--- src/rtl/seq_det_sweep_ctrl.sv ---
// Drives one 10101 detector through all four modes with an identical serial stream and counts its detections per mode.
// Build option SEQ_SWEEP_LFSR_EN adds a src_sel input and a 16-bit LFSR as an alternative bit source.
module seq_det_sweep_ctrl #(
    parameter int BITS_PER_MODE = 26,
    parameter int PAT_W         = 16,
    parameter int CNT_W         = 8
) (
    input  logic             clk,
    input  logic             rst,
    input  logic             start,
    input  logic [PAT_W-1:0] pattern,
`ifdef SEQ_SWEEP_LFSR_EN
    input  logic             src_sel,
`endif
    input  logic             det_detected,
    output logic             det_data,
    output logic [1:0]       det_mode,
    output logic             det_clr,
    output logic             busy,
    output logic             done,
    input  logic [1:0]       rd_sel,
    output logic [CNT_W-1:0] rd_cnt
);

    localparam int PTR_W = $clog2(PAT_W);
    localparam int BIT_W = $clog2(BITS_PER_MODE + 1);

    typedef enum logic [2:0] {S_IDLE, S_CLEAR, S_RUN, S_DRAIN, S_NEXT, S_DONE} state_t;

    state_t           state, next_state;
    logic [PAT_W-1:0] pat_reg;
    logic [PTR_W-1:0] ptr;
    logic [BIT_W-1:0] bit_cnt;
    logic             drain_cnt;
    logic [CNT_W-1:0] counts [4];
    logic             src_bit;
    logic             counting;

    always_comb begin
        // NOTE: next_state gets a default before the case so no path leaves it unassigned and no latch is inferred.
        next_state = state;
        case (state)
            S_IDLE:  if (start) next_state = S_CLEAR;
            S_CLEAR: next_state = S_RUN;
            S_RUN:   if (bit_cnt == BIT_W'(BITS_PER_MODE)) next_state = S_DRAIN;
            S_DRAIN: if (drain_cnt) next_state = S_NEXT;
            S_NEXT:  next_state = (det_mode == 2'b11) ? S_DONE : S_CLEAR;
            S_DONE:  next_state = S_IDLE;
            default: next_state = S_IDLE;
        endcase
    end

`ifdef SEQ_SWEEP_LFSR_EN
    logic        src_sel_reg;
    logic [15:0] lfsr, lfsr_cur, seed;

    // In CLEAR the seed itself supplies the first bit, so every mode restarts the same sequence.
    always_comb begin
        seed     = (pat_reg[15:0] == 16'h0000) ? 16'hACE1 : pat_reg[15:0];
        lfsr_cur = (state == S_CLEAR) ? seed : lfsr;
        src_bit  = src_sel_reg ? lfsr_cur[0] : pat_reg[ptr];
    end

    always_ff @(posedge clk or negedge rst) begin
        if (!rst) begin
            src_sel_reg <= 1'b0;
            lfsr        <= '0;
        end else begin
            if (state == S_IDLE && start) src_sel_reg <= src_sel;
            if (next_state == S_RUN)
                lfsr <= {lfsr_cur[0] ^ lfsr_cur[2] ^ lfsr_cur[3] ^ lfsr_cur[5], lfsr_cur[15:1]};
        end
    end
`else
    assign src_bit = pat_reg[ptr];
`endif

    assign counting = (state == S_RUN) || (state == S_DRAIN);
    assign rd_cnt   = counts[rd_sel];

    // Outputs are registered from next_state so they line up with the state they describe.
    always_ff @(posedge clk or negedge rst) begin
        if (!rst) begin
            state     <= S_IDLE;
            det_data  <= 1'b0;
            det_mode  <= 2'b00;
            det_clr   <= 1'b0;
            busy      <= 1'b0;
            done      <= 1'b0;
            pat_reg   <= '0;
            ptr       <= '0;
            bit_cnt   <= '0;
            drain_cnt <= 1'b0;
            // NOTE: the count array is only four registers, so it is cleared by reset like any other state.
            counts    <= '{default: '0};
        end else begin
            // NOTE: all sequential state uses non-blocking assignment so every register sees pre-edge values.
            state     <= next_state;
            det_clr   <= (next_state == S_CLEAR);
            busy      <= (next_state != S_IDLE);
            done      <= (next_state == S_DONE);
            det_data  <= (next_state == S_RUN) ? src_bit : 1'b0;
            drain_cnt <= (state == S_DRAIN);

            if (next_state == S_CLEAR) begin
                ptr     <= '0;
                bit_cnt <= '0;
            end
            if (next_state == S_RUN) begin
                ptr     <= (ptr == PTR_W'(PAT_W - 1)) ? '0 : ptr + PTR_W'(1);
                bit_cnt <= bit_cnt + BIT_W'(1);
            end

            if (state == S_IDLE && start) begin
                pat_reg  <= pattern;
                det_mode <= 2'b00;
                counts   <= '{default: '0};
            end
            if (state == S_NEXT && det_mode != 2'b11) det_mode <= det_mode + 2'd1;

            if (counting && det_detected && counts[det_mode] != {CNT_W{1'b1}})
                counts[det_mode] <= counts[det_mode] + CNT_W'(1);
        end
    end

endmodule

--- config.mk ---
export PLATFORM = sky130hd
export DESIGN_NAME = seq_det_sweep_ctrl
export DESIGN_NICKNAME = d
export VERILOG_FILES = /design/src/rtl/seq_det_sweep_ctrl.sv
export SDC_FILE = /design/constraint.sdc
export NUM_CORES = 1
export LEC_CHECK = 0
export CORE_MARGIN = 5
export CORE_UTILIZATION = 30
export DETAILED_ROUTE_END_ITERATION = 8
export GPL_TIMING_DRIVEN = 0
export HOLD_SLACK_MARGIN = 0.03
export PLACE_DENSITY_LB_ADDON = 0.2
export SLEW_MARGIN = 20
export SYNTH_ARGS = -nofsm -noshare
export SYNTH_HDL_FRONTEND = slang
export SYNTH_SLANG_ARGS = --single-unit
--- constraint.sdc ---
create_clock -name clk -period 2.55 [get_ports clk]
set_input_delay 0.51 -clock clk [delete_from_list [all_inputs] [get_ports clk]]
set_output_delay 0.51 -clock clk [all_outputs]
set_load 0.005 [all_outputs]
## After elaboration in Yosys (flattened, before gate mapping)

Index checks and enable logic that the tools add are counted.
Widths: inputs -> output; s select.

| cells by class | value |
|---|---|
| order comparisons | 4 |
| equality and inequality tests | 12 |
| bitwise gates (word level) | 2 |
| reduce and logical (&&, ||, !) cells | 10 |
| add/sub/neg operators | 4 |
| mux-type cells | 26 |

Operators by type and width:

| cell | count |
|---|---|
| $mux 32 | 2 |
| $mux 8 | 5 |
| $bmux 8 s2 | 2 |
| $bwmux 32 | 1 |
| $demux 8 s2 | 1 |
| $pmux 3 s5 | 1 |
| $mux 3 | 4 |
| $mux 4 | 3 |
| $mux 5 | 2 |
| $eq 3x2->1 const B | 3 |
| $add 8x1->8 const B | 1 |
| $ne 8x8->1 const B | 1 |
| $eq 3x1->1 const B | 2 |
| $eq 3x3->1 const B | 2 |
| $ge 3x3->1 const B | 2 |
| $not 2->3 | 2 |
| $add 5x1->5 const B | 1 |
| $eq 5x5->1 const B | 1 |
| $logic_and 1x1->1 | 5 |
| $lt 4x5->1 const B | 1 |
| $add 4x1->4 const B | 1 |
| $bmux 1 s4 | 1 |
| $eq 4x4->1 const B | 1 |
| $mux 2 | 2 |
| other kinds (9) | 11 |

| storage, ports and cells | value |
|---|---|
| bits in registers | 67 |
| logic and storage cells | 72 |
| bits of input ports | 22 |

## Depth between registers and ports, before layout

| logic depth | value |
|---|---|
| word-level depth | 7 |
| mapped depth | 8 |
| depth with buffers taken out | 6 |

## Least setup slack after synthesis

OpenSTA, ideal clock, no wires.

| path | value |
|---|---|
| path type | reg2reg |
| from | register det_mode[0] |
| to | register counts[12] (netlist name) |
| setup time | 133 ps |
| cell stages (with the launch flop) | 9 |
| arrival | 1,995 ps |
| slack | 423 ps |
| path through | dfrtp_1 buf_6 mux4_1 ha_1 nand4_2 o21bai_1 buf_2 nand3_1 o21ai_0 |

| on the way | value |
|---|---|
| cells in the longest elaborated chain, start to end | 7 |
| elaborated cells on any way between the ends | 14 |

RTL lines:

| what | RTL line | text |
|---|---|---|
| start, declared | 17 | `output logic [1:0] det_mode,` |
| start signal, assigned | 119 | `if (state == S_NEXT && det_mode != 2'b11) det_mode <= det_mode + 2'd1;` |
| $not 2->3 (not written as such) * | 121, 122 |  |
| $bmux 8 s2 (tied with other cells) | 121, 122 |  |
| $mux 8 (not written as such) or $logic_and 1x1->1 (tied branches) | 121, 122 |  |
| $mux 8 (on tied branches) | 121, 122 |  |
| $add 8x1->8 (tied with other cells) | 122 | `counts[det_mode] <= counts[det_mode] + CNT_W'(1);` |
| $bwmux 32 or $logic_and 1x1->1 (tied branches) | 122, 121 |  |
| $mux 32 * | 121 | `if (counting && det_detected && counts[det_mode] != {CNT_W{1'b1}})` |
| end signal, assigned by index | 122 |  |
| end, declared | 35 | `logic [CNT_W-1:0] counts [4];` |

Every way passes the cells marked *; elsewhere a longest branch is shown, timed or not. The select of a mux whose other input is x is not followed.
A chain may end at the register's enable or synchronous reset.

## Final worst setup path

| path | value |
|---|---|
| from | input port rd_sel[0] |
| to | output port rd_cnt[0] |

| on the way | value |
|---|---|
| cells in the longest elaborated chain, start to end | 4 |

RTL lines:

| what | RTL line | text |
|---|---|---|
| start, declared | 21 | `input logic [1:0] rd_sel,` |
| $not 2->3 (not written as such) | 79 | `assign rd_cnt = counts[rd_sel];` |
| $bmux 8 s2 | 79 |  |
| $mux 8 (not written as such) (2 in series) | 79 |  |
| end, declared | 22 | `output logic [CNT_W-1:0] rd_cnt` |

Every way passes these cells. The select of a mux whose other input is x is not followed.

==> impl_metrics.env <==
export IMPL_status="finished, final reports clean"
export IMPL_cts_buffers=9
export IMPL_core_um2=11270
export IMPL_clkTransAtPathRegs_ns=0.06
export IMPL_path_cells="clkbuf_2 > mux4_2 > clkdlybuf4s50_1"
export IMPL_cts_resized=1
export IMPL_fmax_mhz=424.1
export IMPL_p_sw_w=0.0006769
export IMPL_vias=2415
export IMPL_cp_max_fo=8
export IMPL_final_common_cell="dfrtp_1"
export IMPL_post_route_period_util_pct=92.47
export IMPL_synthFlopType="dfrtp_1"
export IMPL_critPathCaptureType="output port"
export IMPL_drive_gt1_share_pct=20.18
export IMPL_pre_cts_ws_ns=-0.1710
export IMPL_p_per_area_nw_per_um2=680.2
export IMPL_grt_overflow=0
export IMPL_drt_iter0_drc=130
export IMPL_syn_avg_cell_area_um2=12.33
export IMPL_r2r_slack_ns=0.23
export IMPL_synth_edf_count=0
export IMPL_cp_arrival_ns=1.85
export IMPL_cts_tree="yes"
export IMPL_worstReg2RegEnd="counts[0]"
export IMPL_critPathLaunch="rd_sel[0]"
export IMPL_drt_first_pass_iters=4
export IMPL_setup_violations=0
export IMPL_ys_async_sr_fraction_pct=100.0
export IMPL_cts_root_buf="clkbuf_16"
export IMPL_pwr_share_seq_pct=39.6
export IMPL_clk_latency_ns=0.33
export IMPL_synth_seq_cells=67
export IMPL_dieArea_um2=13620
export IMPL_finClkSkew_ns=0.007306
export IMPL_cts_setup_buffers=0
export IMPL_place_gp_congestion=0.7513
export IMPL_drc_errors=0
export IMPL_ys_types=42
export IMPL_fin_crit_ns=2.358
export IMPL_fin_ws_ns=0.1919
export IMPL_holdWs_ns=0.07173
export IMPL_yosysSeqAreaShare_pct=49.08
export IMPL_tightest_slew_ns=0.5813
export IMPL_rows=39
export IMPL_hold_violations=0
export IMPL_rsz0062_at_grt="false"
export IMPL_area_growth_syn_to_layout_pct=26.01
export IMPL_start_kind="input port"
export IMPL_port_buffers=33
export IMPL_r2r_start="det_mode[0]"
export IMPL_postCtsHoldBufs=0
export IMPL_nets=352
export IMPL_chipHeight_um=116.7
export IMPL_grt_pass1_vias=2537
export IMPL_start_util_pct=30.30
export IMPL_reg2regPathDepth=8
export IMPL_most_common_layout_cells="dfrtp_1 (66), o21ai_0 (32), clkdlybuf4s50_1 (32)"
export IMPL_p_leak_nw=1.829
export IMPL_syn_area_um2=3416
export IMPL_max_vdd_ir_drop_mv=0.4105
export IMPL_diodes=0
export IMPL_power_w=0.002928
export IMPL_relSlewSlack_pct=61.25
export IMPL_cpPeakStageDelay_ns=0.58
export IMPL_wirelength_um=7697
export IMPL_worstSetupEndpoint="rd_cnt[0]"
export IMPL_wl_per_cell_um=16.38
export IMPL_die_x_um=116.7
export IMPL_antenna_found_initial=0
export IMPL_yosysWarnings=0
export IMPL_worstSetupPathType="in -> out"
export IMPL_cts_num_sinks=67
export IMPL_power_switching_share_pct=23.12
export IMPL_drv_cap=0
export IMPL_routed_via_density=5.138
export IMPL_power_internal_w=0.002251
export IMPL_clockBufferDepth=2
export IMPL_dp_hpwl_um=5368
export IMPL_cts_max_level=3
export IMPL_grt_first_pass_wirelength_um=12910
export IMPL_clkPwrFrac_pct=49.1
export IMPL_io_pin_count=36
export IMPL_antenna_left=0
export IMPL_grt_max_degree=49
export IMPL_comb_power_share_pct=11.3
export IMPL_syn_nets=307
export IMPL_track_usage_pct=12.37
export IMPL_hp_class="in -> async"
export IMPL_netlist_instances=277
export IMPL_critPathSlowestCell="mux4_2"
export IMPL_slew_viol_final=0
export IMPL_largest_reg_flops=32
export IMPL_crit_required_ns=2.04
## layout make-up
class,instances,area (µm²)
clock inverter,7,123.9
timing repair buffer,34,355.3
clock buffer,9,225.2
inverter,6,22.52
buffer,17,87.58
fill,1071,6968
multi-input combinational,187,1633
sequential,67,1678
tap,143,178.9
## cells by family after synthesis
family	count (synthesis)	share of synthesized area [%]
xor gates and xnor gates	6	1.539
and+or+nand+nor	68	10.44
adders and majority gates	8	2.931
buffers and inverters	23	3.187
DFF	67	49.08
AOI/OAI and AO/OA	68	13.15
muxes	37	19.67
## critical path, delay by kind of cell
kind | cells | cell delay, ns
mux | 1 | 0.58
buf+inv | 2 | 0.75
## per-layer routing
| metal | wire (µm) | vias up | global-route usage (%) |
|---|---|---|---|
| li1 | - | 1136 | - |
| met5 | 0 | - | 0 |
| met1 | 3535 | 1225 | 16.46 |
| met2 | 3778 | 45 | 20.14 |
| met3 | 309 | 9 | 3.523 |
| met4 | 74 | 0 | 2.752 |
## how the worst min path moves through the flow
stage	startpoint	slack, ns	to	cells past startpoint
2_1_floorplan	rst	0.21	bit_cnt[0]	0
3_3_place_gp	drain_cnt	0.48	state[2]	1
3_5_place_dp	rst	0.42	counts[20]	1
4_1_cts	rst	0.07	counts[20]	1
5_1_grt	rst	0.09	counts[7]	1
6_report	rst	0.07	counts[20]	1
## Yosys cell counts (all sizes together), types with 4 or more instances
cell type / number / area share (%)
nand2: 13 / 1.4
and2: 5 / 0.92
dfrtp: 67 / 49
o21ai: 33 / 4.8
nor3: 4 / 0.59
mux4: 21 / 14
a21oi: 4 / 0.70
mux2: 16 / 5.3
clkbuf: 9 / 1.3
a21o: 5 / 1.2
o2bb2ai: 12 / 3.1
inv: 6 / 0.66
o21bai: 4 / 0.88
nand3: 29 / 4.6
buf: 8 / 1.2
nor2: 8 / 0.88
ha: 8 / 2.9
## stage by stage
stage	instances	area, µm²	utilization (%)	setup TNS, ns
6_report	470	4304	38.18	0
5_1_grt	470	4304	38.18	0
4_1_cts	470	4300	38.15	0
3_5_place_dp	454	3950	35.04	-1.157
3_3_place_gp	453	3925	34.82	-96.86
2_1_floorplan	277	3416	-	0
## power by group through the flow
stage	registers, W	logic (W)	clock network (W)
floorplan	0.00117	0.000200	0
global placement	0.00118	0.000327	0
detailed placement	0.00118	0.000334	0
CTS	0.00116	0.000335	0.00147
global route	0.00117	0.000372	0.00152
finish	0.00116	0.000330	0.00144
(Power assumes the default switching activity.)
